[src/rtl/load_scoreboard_if.sv]
// Bundles the EXE-stage decode inputs, the load response strobe and the scoreboard status
// outputs. The pipeline side (master) drives instructions and responses; the scoreboard is the slave.
interface load_scoreboard_if #(
  parameter int DEPTH = 2,
  parameter int CW    = $clog2(DEPTH + 1)
);
  logic [31:0]   instruction_EXE;
  logic          valid_EXE;
  logic          resp_valid;
  logic          stall_EXE;
  logic          issue_fire;
  logic [4:0]    wb_rd;
  logic          wb_valid;
  logic [CW-1:0] pending_count;
  logic          full;
  logic          empty;
  logic          underflow_err;

  modport master (
    output instruction_EXE, valid_EXE, resp_valid,
    input  stall_EXE, issue_fire, wb_rd, wb_valid, pending_count, full, empty, underflow_err
  );

  modport slave (
    input  instruction_EXE, valid_EXE, resp_valid,
    output stall_EXE, issue_fire, wb_rd, wb_valid, pending_count, full, empty, underflow_err
  );
endinterface

[src/rtl/load_scoreboard.sv]
// In-order scoreboard of loads in flight between EXE and data memory: raises load-use and
// capacity stalls, and supplies the destination register of the oldest load for write-back.
module load_scoreboard #(
  parameter int DEPTH = 2,
  parameter int CW    = $clog2(DEPTH + 1)
) (
  input  logic           clk,
  input  logic           rst,
  load_scoreboard_if.slave bus
);
  localparam int PW = (DEPTH > 1) ? $clog2(DEPTH) : 1;

  typedef enum logic [4:0] {
    OP_LOAD   = 5'b00000,
    OP_STORE  = 5'b01000,
    OP_BRANCH = 5'b11000,
    OP_OP     = 5'b01100,
    OP_IMM    = 5'b00100,
    OP_JALR   = 5'b11001,
    OP_LUI    = 5'b01101,
    OP_AUIPC  = 5'b00101,
    OP_JAL    = 5'b11011,
    OP_SYSTEM = 5'b11100
  } op5_e;

  logic [4:0] op5, rd, rs1, rs2;
  logic       uses_rs1, uses_rs2, is_load;
  logic       unused_instr_bits;

  assign op5 = bus.instruction_EXE[6:2];
  assign rd  = bus.instruction_EXE[11:7];
  assign rs1 = bus.instruction_EXE[19:15];
  assign rs2 = bus.instruction_EXE[24:20];
  assign unused_instr_bits = ^{bus.instruction_EXE[31:25], bus.instruction_EXE[14:12],
                               bus.instruction_EXE[1:0]};

  assign uses_rs1 = op5 inside {OP_LOAD, OP_STORE, OP_BRANCH, OP_OP, OP_IMM, OP_JALR, OP_SYSTEM};
  assign uses_rs2 = op5 inside {OP_STORE, OP_BRANCH, OP_OP};
  assign is_load  = (op5 == OP_LOAD);

  logic [4:0]       rd_q [DEPTH];
  logic [DEPTH-1:0] vld_q, vld_d;
  logic [PW-1:0]    head_q, head_d, tail_q, tail_d;
  logic [CW-1:0]    count_q, count_d;
  logic             underflow_q, underflow_d;

  logic match_a, match_b, hit_a, hit_b, struct_stall;
  logic empty, full, push, pop, stall;

  assign empty = (count_q == '0);
  assign full  = (count_q == CW'(DEPTH));

  // Only registered entries are searched, so a same-cycle response cannot release the stall.
  // NOTE: every signal assigned in always_comb gets a default first, otherwise a latch is inferred.
  always_comb begin
    match_a = 1'b0;
    match_b = 1'b0;
    for (int i = 0; i < DEPTH; i++) begin
      if (vld_q[i] && (rd_q[i] != 5'd0)) begin
        if (rs1 == rd_q[i]) match_a = 1'b1;
        if (rs2 == rd_q[i]) match_b = 1'b1;
      end
    end
  end

  assign hit_a        = bus.valid_EXE && uses_rs1 && (rs1 != 5'd0) && match_a;
  assign hit_b        = bus.valid_EXE && uses_rs2 && (rs2 != 5'd0) && match_b;
  assign struct_stall = bus.valid_EXE && is_load && full;
  assign stall        = hit_a || hit_b || struct_stall;

  assign push = bus.valid_EXE && is_load && !stall;
  assign pop  = bus.resp_valid && !empty;

  always_comb begin
    vld_d       = vld_q;
    head_d      = head_q;
    tail_d      = tail_q;
    count_d     = count_q;
    underflow_d = underflow_q || (bus.resp_valid && empty);
    if (pop) begin
      vld_d[head_q] = 1'b0;
      head_d        = head_q + 1'b1;
    end
    if (push) begin
      vld_d[tail_q] = 1'b1;
      tail_d        = tail_q + 1'b1;
    end
    case ({push, pop})
      2'b10:   count_d = count_q + 1'b1;
      2'b01:   count_d = count_q - 1'b1;
      default: count_d = count_q;
    endcase
  end

  // NOTE: sequential state uses non-blocking assignments so every flop samples pre-edge values.
  always_ff @(posedge clk) begin
    if (rst) begin
      vld_q       <= '0;
      head_q      <= '0;
      tail_q      <= '0;
      count_q     <= '0;
      underflow_q <= 1'b0;
    end else begin
      vld_q       <= vld_d;
      head_q      <= head_d;
      tail_q      <= tail_d;
      count_q     <= count_d;
      underflow_q <= underflow_d;
    end
  end

  // NOTE: the rd storage is not reset; its contents are only observed through a set valid bit.
  always_ff @(posedge clk) begin
    if (push) rd_q[tail_q] <= rd;
  end

  assign bus.stall_EXE     = stall;
  assign bus.issue_fire    = push;
  assign bus.wb_rd         = empty ? 5'd0 : rd_q[head_q];
  assign bus.wb_valid      = pop;
  assign bus.pending_count = count_q;
  assign bus.full          = full;
  assign bus.empty         = empty;
  assign bus.underflow_err = underflow_q;
endmodule

[src/flat_wrapper.sv]
// flat-port wrapper written by rule: the top's interface ports become plain ports
module load_scoreboard_flat 
#(
  parameter int DEPTH = 2,
  parameter int CW    = $clog2(DEPTH + 1)
)
  (clk, rst, bus_instruction_EXE, bus_valid_EXE, bus_resp_valid, bus_stall_EXE, bus_issue_fire, bus_wb_rd, bus_wb_valid, bus_pending_count, bus_full, bus_empty, bus_underflow_err);
  load_scoreboard_if #(.DEPTH(DEPTH), .CW(CW)) bus_i ();
  input  logic clk;
  input  logic rst;
  input wire logic [$bits(bus_i.instruction_EXE)-1:0] bus_instruction_EXE;
  input wire logic [$bits(bus_i.valid_EXE)-1:0] bus_valid_EXE;
  input wire logic [$bits(bus_i.resp_valid)-1:0] bus_resp_valid;
  output wire logic [$bits(bus_i.stall_EXE)-1:0] bus_stall_EXE;
  output wire logic [$bits(bus_i.issue_fire)-1:0] bus_issue_fire;
  output wire logic [$bits(bus_i.wb_rd)-1:0] bus_wb_rd;
  output wire logic [$bits(bus_i.wb_valid)-1:0] bus_wb_valid;
  output wire logic [$bits(bus_i.pending_count)-1:0] bus_pending_count;
  output wire logic [$bits(bus_i.full)-1:0] bus_full;
  output wire logic [$bits(bus_i.empty)-1:0] bus_empty;
  output wire logic [$bits(bus_i.underflow_err)-1:0] bus_underflow_err;
  assign bus_i.instruction_EXE = bus_instruction_EXE;
  assign bus_i.valid_EXE = bus_valid_EXE;
  assign bus_i.resp_valid = bus_resp_valid;
  assign bus_stall_EXE = bus_i.stall_EXE;
  assign bus_issue_fire = bus_i.issue_fire;
  assign bus_wb_rd = bus_i.wb_rd;
  assign bus_wb_valid = bus_i.wb_valid;
  assign bus_pending_count = bus_i.pending_count;
  assign bus_full = bus_i.full;
  assign bus_empty = bus_i.empty;
  assign bus_underflow_err = bus_i.underflow_err;
  load_scoreboard #(.DEPTH(DEPTH), .CW(CW)) u_core (.clk(clk), .rst(rst), .bus(bus_i));
endmodule
[config.mk]
export PLATFORM = sky130hd
export DESIGN_NAME = load_scoreboard_flat
export DESIGN_NICKNAME = d
export VERILOG_FILES = /design/src/rtl/load_scoreboard_if.sv /design/src/rtl/load_scoreboard.sv /design/src/flat_wrapper.sv
export SDC_FILE = /design/constraint.sdc
export NUM_CORES = 1
export LEC_CHECK = 0
export CAP_MARGIN = 10
export CORE_ASPECT_RATIO = 0.75
export CORE_UTILIZATION = 44
export DETAILED_ROUTE_END_ITERATION = 10
export PLACE_DENSITY = 0.83
export REMOVE_ABC_BUFFERS = 1
export SLEW_MARGIN = 20
export SYNTH_ARGS = -nofsm -noshare
export SYNTH_HDL_FRONTEND = slang
export SYNTH_SLANG_ARGS = --single-unit
[constraint.sdc]
create_clock -name clk -period 5.15 [get_ports clk]
set_clock_uncertainty 0.2 [all_clocks]
set_input_delay 0.515 -clock clk [delete_from_list [all_inputs] [get_ports clk]]
set_output_delay 0.515 -clock clk [all_outputs]
set_load 0.01 [all_outputs]
==> flow_summary.ini <==
[sta]
fin_setup_tns_ns = 0
rsz0062_at_grt = no
hold_viol = 0
finalCritPeriodShare_pct = 68.9
tightest_slew_ns = 0.697
relSlewSlack_pct = 53.4
min_period_ns = 3.55
setup_violations = 0
max_freq_mhz = 282
final-max-slew-violation-count = 0

[clock_tree]
clock_sinks = 18
cts_buffer_depth = 2
cts.reportedPaths.clkPinSlew_ns = 0.10
hold_buffers = 0
cts-resized-gates = 0
cts_root_buffer = clkbuf_4
cts_tree = done
cts_buffers = 3
htreeDepth = 1
clk-insertion-delay-late_ns = 0.28
cts_setup_buffers = 0

[setup_path]
crit_chain = clkdlybuf4s50_1, xnor2_1, nand3_1, or4_1, a221oi_4, a211o_1, clkdlybuf4s50_1
critical-path-slowest-cell = clkdlybuf4s50_1
worstPathMaxFanout = 6
slowest_delay_ns = 0.54
crit_type = in2out
cp_common_cell = clkdlybuf4s50_1
cp-end-kind = output port
crit_arrival_ns = 2.83
cp-start-kind = input port
crit_required_ns = 4.43

[synth]
syn_avg_cell_area_um2 = 10.1
ys_seq_area_share_pct = 41.4
synth_top_area_share_pct = 27.0
syn-cell-area_um2 = 1110
synth_warnings = 0
synthMostInstantiatedCell = xnor2_1
syn_inst = 110
ys_types = 31
synth_largest_area_cell = edfxtp_1
synth_ff_type = edfxtp_1
synth-seq-cells = 18
synth.top_cells.by_area = edfxtp_1 (27%), dfxtp_1 (14%), xnor2_1 (11%)
synthTopCellsByCount = xnor2_1 (14), nor2_1 (12), edfxtp_1 (10)
synth-edff-count = 10
synthArstFlopShare_pct = 0

[global_route]
antenna_found_initial = 0
grt_pass1_wl_um = 4120
grt_usage_pct = 20.9
grt_pass1_vias = 911
grt_start_max_net_pins = 11
grt-ovfl-total = 0

[flow_run]
maxCapViolCount = 0

[drt]
vias = 973
drc_errors = 0
routed_wirelength_um = 2650
wl_per_cell_um = 14.6
ant_nets = 0
viasPerCell = 5.35
drtPass1Iterations = 4
drt_iter0_markers = 56

[power]
p_sw_share_pct = 22.5
p_per_area_nw_per_um2 = 175
finalPower_uw = 271
vdd_drop_max_mv = 0.164
pwr-share-seq_pct = 57.5
p_clk_share_pct = 25.4
internal-power_uw = 210
power_frac_comb_pct = 17.2
switchingPower_uw = 60.9
p_leak_uw = 0.000495

[floorplan]
initial_core_util_pct = 47.4
io_pins = 49
die_y_um = 45.5
dieArea_um2 = 2730
rows = 15
die_w_um = 60.0
core_um2 = 2350

[placed_design]
gp_congestion = 0.853
portBuffers = 36
hpwlAfterDp_um = 2120
post_dp_cell_area_um2 = 1510

[final_layout]
area_growth_pct = 39.1
multi_input_area_um2 = 644
n_antenna_cell = 0
n_fill_cell = 198
drive_gt1_share_pct = 6.08
seq_area_um2 = 460
postLayoutCellArea_um2 = 1550
finalNetCount = 186

[worst_hold_path]
hp-class = reg2reg

[status]
status = finished, final reports clean
placed cells by master (no fill, tap or decap):
cell type and count:
clkdlybuf4s50_1 36, xnor2_1 14, nor2_1 12, edfxtp_1 10, xor2_1 9, dfxtp_1 8
mux2i_1 5, o21ai_0 4, nand3_1 4, nor3_1 4, nand2b_1 4, or3_1 4
inv_1 3, or4_1 3, a21oi_1 3, nor2b_1 3, clkbuf_4 3, nor4_1 2
o21ai_1 2, o211ai_1 2, or4_4 1, o21ai_2 1, a221o_1 1, o21a_4 1
a2111o_1 1, a221oi_4 1, a211o_1 1, nor4_2 1, nor4b_2 1, nand2_1 1
o32ai_1 1, ha_1 1, clkinv_1 1
kinds of logic (layout without fill, tap and decap cells):
kind of cell,Yosys count,in the layout,synth area share (%)
DFF,18,18,41.4
muxes,5,5,4.50
buffers and inverters,5,43,1.69
AOI/OAI and AO/OA,18,18,13.4
xor gates and xnor gates,23,23,18.1
and+or+nand+nor,40,40,19.7
adders and majority gates,1,1,1.13
routing by layer:
metal / GRT usage [%] / vias up / wire length [µm]
li1: - / 483 / -
met1: 28.5 / 454 / 1240
met2: 33.3 / 32 / 1230
met3: 3.13 / 4 / 153
met4: 8.37 / 0 / 28
met5: 0 / - / 0
flip-flops by register name, indices dropped and copies added, names as in the netlist, named ones only:
register	flops
u_core.rd_q	10
u_core.head_q	1
u_core.bus.pending_count	2
u_core.tail_q	1
u_core.vld_q	2
u_core.bus.underflow_err	1
worst paths after layout:
check | from | end | slack [ns] | depth (start not counted)
worst max-delay path | bus_instruction_EXE[22] | bus_stall_EXE | 1.60 | 7
worst min register to register | u_core.bus.underflow_err | u_core.bus.underflow_err | 0.28 | 2
worst max register to register | u_core.rd_q[1][1] | u_core.bus.pending_count[1] | 2.06 | 8
worst min-delay path | u_core.bus.underflow_err | u_core.bus.underflow_err | 0.28 | 2
cell type report:
cell class | instances | share of cell area [%]
multi-input cells | 87 | 41.7
flip-flops and latches | 18 | 29.8
repair buffers | 36 | 23.3
well taps | 34 | 2.75
clock buffers | 3 | 1.46
inverters | 3 | 0.729
clock inverters | 1 | 0.243
metrics by stage:
stage	instances	hold slack [ns]	utilization (%)	worst slack [ns]
after floorplan	108	0.265	-	2.33
after global placement	178	0.257	64.2	1.64
after detailed placement	178	0.259	64.2	1.63
after CTS	182	0.288	65.3	1.63
after global routing	182	0.313	65.9	1.51
final	182	0.284	65.9	1.60
power by group through the flow:
stage               Combinational [µW]  Clock, µW  Sequential [µW]
floorplan                         16.2          0              159
detailed placement                46.3          0              159
global placement                  44.7          0              159
finish                            46.5       68.6              156
global route                      50.3       77.5              156
CTS                               46.6       70.6              155
worst max-delay path, delay by kind of cell:
| kind | cells | cell delay [ns] |
|---|---|---|
| xor gates and xnor gates | 1 | 0.14 |
| buffers and inverters | 2 | 1.06 |
| and+or+nand+nor | 2 | 0.54 |
| AOI/OAI and AO/OA | 2 | 0.57 |
(Power assumes the default switching activity.)
